## config.mk

```make
export PLATFORM = sky130hd
export DESIGN_NAME = fp_add_arbiter
export DESIGN_NICKNAME = d
export VERILOG_FILES = /design/src/rtl/fp_add_arbiter.sv
export SDC_FILE = /design/constraint.sdc
export NUM_CORES = 1
export LEC_CHECK = 0
export BUFFER_PORTS_ARGS = -buffer_cell sky130_fd_sc_hd__buf_2
export CAP_MARGIN = 20
export CORE_MARGIN = 5
export CORE_UTILIZATION = 35
export DETAILED_ROUTE_END_ITERATION = 6
export GPL_ROUTABILITY_DRIVEN = 0
export PLACE_DENSITY = 0.69
export RECOVER_POWER = 100
export SYNTH_ARGS = -nofsm -noshare
export SYNTH_HDL_FRONTEND = slang
export SYNTH_SLANG_ARGS = --single-unit
```

## constraint.sdc

```tcl
create_clock -name clk -period 5.2 [get_ports clk]
set_input_delay 0.52 -clock clk [delete_from_list [all_inputs] [get_ports clk]]
set_output_delay 0.52 -clock clk [all_outputs]
set_load 0.01 [all_outputs]
```

## src/rtl/fp_add_arbiter.sv

```systemverilog
// fp_add_arbiter: round-robin sharing of one non-stallable pipelined FP add/sub core
// among NREQ requesters, with credit-protected per-requester response FIFOs.
module fp_add_arbiter #(
    parameter int NREQ      = 4,
    parameter int ADDER_LAT = 4,
    parameter int RSP_DEPTH = 2
) (
    input  logic               clk,
    input  logic               reset,
    input  logic [NREQ-1:0]    req_valid,
    output logic [NREQ-1:0]    req_ready,
    input  logic [NREQ-1:0]    req_mode,
    input  logic [32*NREQ-1:0] req_a,
    input  logic [32*NREQ-1:0] req_b,
    output logic [NREQ-1:0]    rsp_valid,
    input  logic [NREQ-1:0]    rsp_ready,
    output logic [32*NREQ-1:0] rsp_data,
    output logic [31:0]        add_a,
    output logic [31:0]        add_b,
    output logic               add_mode,
    input  logic [31:0]        add_result,
    output logic               busy
);
    localparam int IW   = $clog2(NREQ);
    localparam int CW   = $clog2(RSP_DEPTH + 1);
    localparam int PW   = (RSP_DEPTH > 1) ? $clog2(RSP_DEPTH) : 1;
    localparam int NTAG = ADDER_LAT + 1;

    logic [IW-1:0]   rr_ptr_r;
    logic [CW-1:0]   credit_r [NREQ];
    logic [NTAG-1:0] tag_valid_r;
    logic [IW-1:0]   tag_id_r [NTAG];
    logic [31:0]     mem_r [NREQ][RSP_DEPTH];
    logic [PW-1:0]   rd_ptr_r [NREQ];
    logic [PW-1:0]   wr_ptr_r [NREQ];
    logic [CW-1:0]   count_r [NREQ];

    logic [NREQ-1:0] eligible_s;
    logic [NREQ-1:0] grant_s;
    logic [NREQ-1:0] push_s;
    logic [NREQ-1:0] pop_s;
    logic            found_s;
    logic [IW-1:0]   grant_id_s;
    logic [IW:0]     cand_s;

    function automatic logic [PW-1:0] ptr_inc(input logic [PW-1:0] p);
        if (p == PW'(RSP_DEPTH - 1)) begin
            return '0;
        end else begin
            return p + PW'(1);
        end
    endfunction

    // First eligible requester at or after rr_ptr, wrapping; credit-less requesters are skipped.
    always_comb begin
        eligible_s = '0;
        found_s    = 1'b0;
        grant_id_s = '0;
        cand_s     = '0;
        grant_s    = '0;
        for (int i = 0; i < NREQ; i++) begin
            eligible_s[i] = req_valid[i] && (credit_r[i] != '0);
        end
        for (int k = 0; k < NREQ; k++) begin
            cand_s = {1'b0, rr_ptr_r} + (IW+1)'(k);
            if (cand_s >= (IW+1)'(NREQ)) begin
                cand_s = cand_s - (IW+1)'(NREQ);
            end else begin
                cand_s = cand_s;
            end
            if (!found_s && eligible_s[cand_s[IW-1:0]]) begin
                found_s    = 1'b1;
                grant_id_s = cand_s[IW-1:0];
            end else begin
                found_s = found_s;
            end
        end
        if (found_s && !reset) begin
            grant_s[grant_id_s] = 1'b1;
        end else begin
            grant_s = '0;
        end
    end

    assign req_ready = grant_s;

    // Operand registers feeding the core and the round-robin pointer.
    always_ff @(posedge clk) begin
        if (reset) begin
            rr_ptr_r <= '0;
            add_a    <= 32'h0;
            add_b    <= 32'h0;
            add_mode <= 1'b0;
        end else if (found_s) begin
            rr_ptr_r <= (grant_id_s == IW'(NREQ - 1)) ? '0 : grant_id_s + IW'(1);
            add_a    <= req_a[32*grant_id_s +: 32];
            add_b    <= req_b[32*grant_id_s +: 32];
            add_mode <= req_mode[grant_id_s];
        end
    end

    // Credits: a grant and a pop in the same cycle cancel out.
    always_ff @(posedge clk) begin
        for (int i = 0; i < NREQ; i++) begin
            if (reset) begin
                credit_r[i] <= CW'(RSP_DEPTH);
            end else if (grant_s[i] && !pop_s[i]) begin
                credit_r[i] <= credit_r[i] - CW'(1);
            end else if (!grant_s[i] && pop_s[i]) begin
                credit_r[i] <= credit_r[i] + CW'(1);
            end
        end
    end

    // Tag pipeline; the last stage lines up with add_result.
    always_ff @(posedge clk) begin
        if (reset) begin
            tag_valid_r <= '0;
            for (int s = 0; s < NTAG; s++) begin
                tag_id_r[s] <= '0;
            end
        end else begin
            tag_valid_r <= {tag_valid_r[NTAG-2:0], found_s};
            tag_id_r[0] <= grant_id_s;
            for (int s = 1; s < NTAG; s++) begin
                tag_id_r[s] <= tag_id_r[s-1];
            end
        end
    end

    // FIFO status, head data, push/pop decode and busy.
    always_comb begin
        push_s    = '0;
        pop_s     = '0;
        rsp_valid = '0;
        rsp_data  = '0;
        for (int i = 0; i < NREQ; i++) begin
            push_s[i]             = tag_valid_r[NTAG-1] && (tag_id_r[NTAG-1] == IW'(i));
            rsp_valid[i]          = (count_r[i] != '0);
            pop_s[i]              = rsp_valid[i] && rsp_ready[i];
            rsp_data[32*i +: 32]  = rsp_valid[i] ? mem_r[i][rd_ptr_r[i]] : 32'h0;
        end
        busy = (|tag_valid_r) || (|rsp_valid);
    end

    // Per-requester response FIFOs; contents are discarded on reset.
    always_ff @(posedge clk) begin
        for (int i = 0; i < NREQ; i++) begin
            if (reset) begin
                rd_ptr_r[i] <= '0;
                wr_ptr_r[i] <= '0;
                count_r[i]  <= '0;
            end else begin
                if (push_s[i]) begin
                    mem_r[i][wr_ptr_r[i]] <= add_result;
                    wr_ptr_r[i]           <= ptr_inc(wr_ptr_r[i]);
                end
                if (pop_s[i]) begin
                    rd_ptr_r[i] <= ptr_inc(rd_ptr_r[i]);
                end
                if (push_s[i] && !pop_s[i]) begin
                    count_r[i] <= count_r[i] + CW'(1);
                end else if (!push_s[i] && pop_s[i]) begin
                    count_r[i] <= count_r[i] - CW'(1);
                end
            end
        end
    end

endmodule
```

Yosys cells after proc, flatten, opt, wreduce, memory -nomap -nowiden
Memories as Yosys holds them, arrays and structs flattened.
Cells that the tools add are included.

word-level totals
  register bits = 72
  bits in writable memories = 290
  input bits = 302
  output and inout port bits = 202
  memories kept = 6

cells by class
  add/sub/neg operators = 32
  magnitude comparators = 22
  eq/ne operators = 4
  shift operators = 2
  muxes and demuxes = 199
  bitwise logic cells = 37
  reductions and logical operators = 68

memories
  memory    depth  width  rd ports  clocked after memory_dff  wr ports  RTL line  source
  mem_r     4      64     4         0                         1         33        logic [31:0] mem_r [NREQ][RSP_DEPTH];
  tag_id_r  5      2      5         0                         5         32        logic [IW-1:0] tag_id_r [NTAG];
  count_r   4      2      4         0                         4         36        logic [CW-1:0] count_r [NREQ];
  credit_r  4      2      4         0                         4         30        logic [CW-1:0] credit_r [NREQ];
  rd_ptr_r  4      1      4         0                         4         34        logic [PW-1:0] rd_ptr_r [NREQ];
  wr_ptr_r  4      1      4         0                         4         35        logic [PW-1:0] wr_ptr_r [NREQ];

operators with widths
  cell                                                      number
  2-to-1 mux 32 bit                                         20
  2-to-1 mux 64 bit                                         10
  variable part select 128 x 8 -> 32 bit                    2
  OR reduction 64 bit                                       3
  demux 32 bit (select 1 bit)                               4
  2-to-1 mux 1 bit                                          125
  2-to-1 mux 2 bit                                          33
  logical AND 1 bit                                         37
  bitwise OR 1 bit                                          29
  subtractor 2 x 1 -> 2 bit, second input constant          12
  adder 2 x 1 -> 2 bit, second input constant               9
  greater-or-equal comparator 2 bit, second input constant  8
  zero test 1 bit                                           16
  inverter 1 -> 2 bit                                       8
  nonzero test 2 bit                                        8
  < comparator 2 x 3 -> 1 bit, second input constant        5
  binary-select mux 1 bit (select 2 bit)                    5
  greater-or-equal comparator 3 bit, second input constant  3
  adder 1 bit, second input constant                        8
  < comparator 2 x 1 -> 1 bit, second input constant        4
  adder 2 x 2 -> 3 bit, second input constant               2
  equality test 2 bit, second input constant                3
  OR reduction 5 bit                                        1
  2-to-1 mux 4 bit                                          1
  8 further kinds                                           8

Logic depth before layout (Yosys ltp)
An unclocked memory read counts as a cell.

  word-level depth = 27
  gate-level depth with buffers = 14

Least setup slack after synthesis
Ideal clock, no wire load.

  kind = in2reg
  start point = input reset
  end point = memory wr_ptr_r[0] (netlist name), data pin
  setup time = 0.810 ns
  data arrival time = 4.291 ns
  data required time = 4.390 ns
  path slack = 0.099 ns
  cell stages on the path = 4
  path buffers = 3
  path through = clkbuf_1 -> clkbuf_1 -> clkbuf_1 -> nor4_1

RTL lines
  element      RTL line  source
  from (decl)  9         input logic reset,
  to (decl)    35

Worst setup path in the final report
  start point = input reset
  end point = memory mem_r[1][23] (netlist name) (enable)

on the way
  longest elaborated chain between the ends = 6
  elaborated cells on any way between the ends = 17
  those cells by class = 14 x mux; 3 x reduce/logical

RTL lines
  element                                                                                      RTL line  source
  2-to-1 mux 1 bit                                                                             149       if (reset) begin
  2-to-1 mux 64 bit (not written as such)                                                      155       mem_r[i][wr_ptr_r[i]] <= add_result;
  OR reduction 64 bit (no source line)                                                         -
  2-to-1 mux 2 bit (no source line) / 2-to-1 mux 64 bit (equally long branches) (3 in series)  -
  to (decl)                                                                                    33

Parallel ways exist; a longest one is shown, timed or not.

==> impl_results.md <==
* Status: complete, but fails checks
* Failing checks: capacitance limit, slew limit
* Largest family of logic cells by synthesized area: multiplexers
* Final number of hold-violating endpoints at 0
* WP data arrival at 4340 ps
* Design Area, Final at 19700 µm²
* Sequential area share after synthesis at 64.1%
* Die Width at 222 µm
* Largest net degree at the start of global routing at 95
* Post-CTS sizing at 0
* Post-Syn Instances at 1165
* RSZ-0062 raised after global routing: false
* Synth Area in XOR/XNOR at 0.559%
* LEAKAGE at 7.55 nW
* First-pass DRT Iterations at 5
* CP max FO at 94
* Post-layout util at 44.5%
* Post-synthesis mux area share at 14.8%
* Synthesized area at 15700 µm²
* Top-level port count at 504
* Tightest Pin Transition at 3640 ps
* Final period utilization at 82.1%
* Placed insts at 2198
* Layout Nets at 1958
* Max stage delay on crit path at 2600 ps
* GR Util All Layers at 18.2%
* Reg clk slew, reported paths at 60 ps
* Via Count at 11500
* Most frequent cells in the layout: 280 x edfxtp_1, 273 x buf_2, 248 x clkbuf_1
* Syn avg cell area at 13.5 µm²
* Min cycle time layout at 4270 ps
* Post-synthesis adder-cell area fraction at 0.639%
* CP Class: in2reg
* Delay-heaviest family, CP: buffers and inverters
* Initial drt markers at 698
* DP HPWL at 33200 µm
* First-pass GRT wire length at 70400 µm
* Hold Buf Count CTS at 0
* Core ar. at 44200 µm²
* Compound-Gate Fraction of Synth Area at 7.42%
* Die height at 222 µm
* Worst Clk Skew at 19.6 ps
* Worst path required time at 5270 ps
* Synth warn at 0
* Clk_lat worst skew at 560 ps
* Syn Nets at 1475
* # clock sinks at 362
* Synth area leaders: edfxtp_1 54%, mux2i_1 15%, dfxtp_1 10%, nor2_1 4.1%, o221ai_1 2.1%
* Synth Area in Simple Gates at 9.43%
* DP Area at 18800 µm²
* PD cells at 402 nW/µm²
* Non-filler cells, final at 2271
* Dominant cell type by area after synthesis: edfxtp_1
* Number of global-route vias before repair at 11900
* Max_slew headroom at -143%
* Crit path capture type: flip-flop
* Library cells used by synthesis at 50
* #FFs+latches synth at 362
* Slowest cell on the critical path: clkbuf_1
* Hold Path Class: in2reg
* Layout area overhead at 25.4%
* Initial antenna violation count at 8
* Drt wl/cell at 20.9 µm
* Place WS at 1720 ps
* Final Max Tran Viols at 223
* VDD IR max at 0.233 mV
* Die area at 49100 µm²
* Setup TNS at 0 ps
* Crit start category: input port
* Drt via density at 5.07
* Crit-path cells: buf_4 -> clkbuf_1 -> nor4b_2 -> clkbuf_2
* Buffers on Ports at 503
* Total CTS buffers at 39
* Commonest non-fill, non-tap cell in the layout: edfxtp_1
* Root buffer cell: clkbuf_16
* Routed wire length at 47500 µm
* GRT overflow at 0
* Post-route ant nets at 0
* Maxcap violations at 5
* Share of cells above drive strength 1 at 21.3%
* Hold slack at 280 ps
* Drt drc at 0
* CTS tree: built
* Initial Util at 35.4%
* Synth top area share at 53.6%
* # setup viols final at 0
* Worst Slack Setup Final at 929 ps
* Design Power at 7.91 mW
* Post-CTS setup buffers at 0
* Clock Path Buffers at 3
* CTS H-tree depth at 2
* Fill cells at 4140
* Fmax at 234 MHz
* Row cnt at 77
* Buf+Inv Stages, Crit Path at 3
Yosys cell counts, drive strengths merged:
master / n
nand4: 4
and2b: 2
nor4b: 3
nor2b: 13
clkinv: 1
edfxtp: 280
mux2i: 231
a31o: 1
nand3b: 40
or2: 3
and2: 2
nand2: 18
nor3: 15
a211oi: 27
nand2b: 16
xnor2: 6
or3: 4
o211a: 2
ha: 8
clkbuf: 67
a311o: 1
xor2: 4
and3: 1
mux2: 1
o21a: 27
a2bb2oi: 1
a211o: 1
inv: 19
a22oi: 2
nor3b: 2
nor2: 170
o221ai: 38
dfxtp: 82
nand3: 6
a21o: 3
o21ai: 4
nor4: 4
a2111oi: 27
buf: 21
a21oi: 8
path summary, 6_finish.rpt:
check                                 start                         to  slack (ps)  cells past startpoint
setup / recovery                      reset     mem_r[1][23]$_DFFE_PP_         930                      4
hold / removal                   req_a[106]     add_a[10]$_SDFFE_PP0N_         280                      3
setup reg to reg   credit_r[0][0]$_DFFE_PP_     add_b[20]$_SDFFE_PP0N_        1190                      9
hold reg to reg   tag_id_r[0][5]$_SDFF_PP0_  tag_id_r[0][7]$_SDFF_PP0_         430                      1
worst reg2reg max path, cell delays in order (launching register included):
cell	delay, ps
edfxtp_1	380
inv_1	70
ha_1	160
and2b_1	240
nor4b_1	310
buf_4	480
nor2_1	280
nand2_1	130
clkbuf_1	1420
o221ai_1	330
where the power goes:
group	switching [mW]	internal (mW)
clock network	1.16	1.48
logic	1.10	0.705
registers	0.142	3.32
total	2.40	5.50
final cells by class:
cell class                      instances  area (µm²)  area share [%]
Timing Repair Buffer                  530        2410            12.3
Inverter                               20        80.1           0.407
Tap cell                              592         741            3.77
Clock inverter                         20         199            1.01
Multi-Input combinational cell        695        5140            26.2
Antenna cell                            3        7.51          0.0382
Sequential cell                       362       10000            51.1
Clock buffer                           49        1020            5.21
state kept, by name (all words and copies together) (netlist names), 5 cells and up:
signal / flops
mem_r: 256
add_b: 32
count_r: 8
tag_id_r: 10
credit_r: 8
add_a: 32
tag_valid_r: 5
routing by layer:
| layer | global-route usage (%) | wire length, µm | vias to the layer above |
|---|---|---|---|
| met1 | 21.6 | 18500 | 5626 |
| met2 | 32.9 | 24700 | 484 |
| met3 | 3.89 | 3190 | 59 |
| met4 | 5.99 | 1130 | 4 |
| met5 | 0 | 27 | - |
| li1 | - | - | 5345 |
cells by family (layout without fill, tap and decap cells):
group	Yosys count	in the layout
and+or+nand+nor	303	303
buffers and inverters	108	619
other	0	3
DFF	362	362
muxes	232	232
xor gates and xnor gates	10	10
adders and majority gates	8	8
AOI/OAI and AO/OA	142	142
Note: power is estimated with default switching activity, not from simulation.
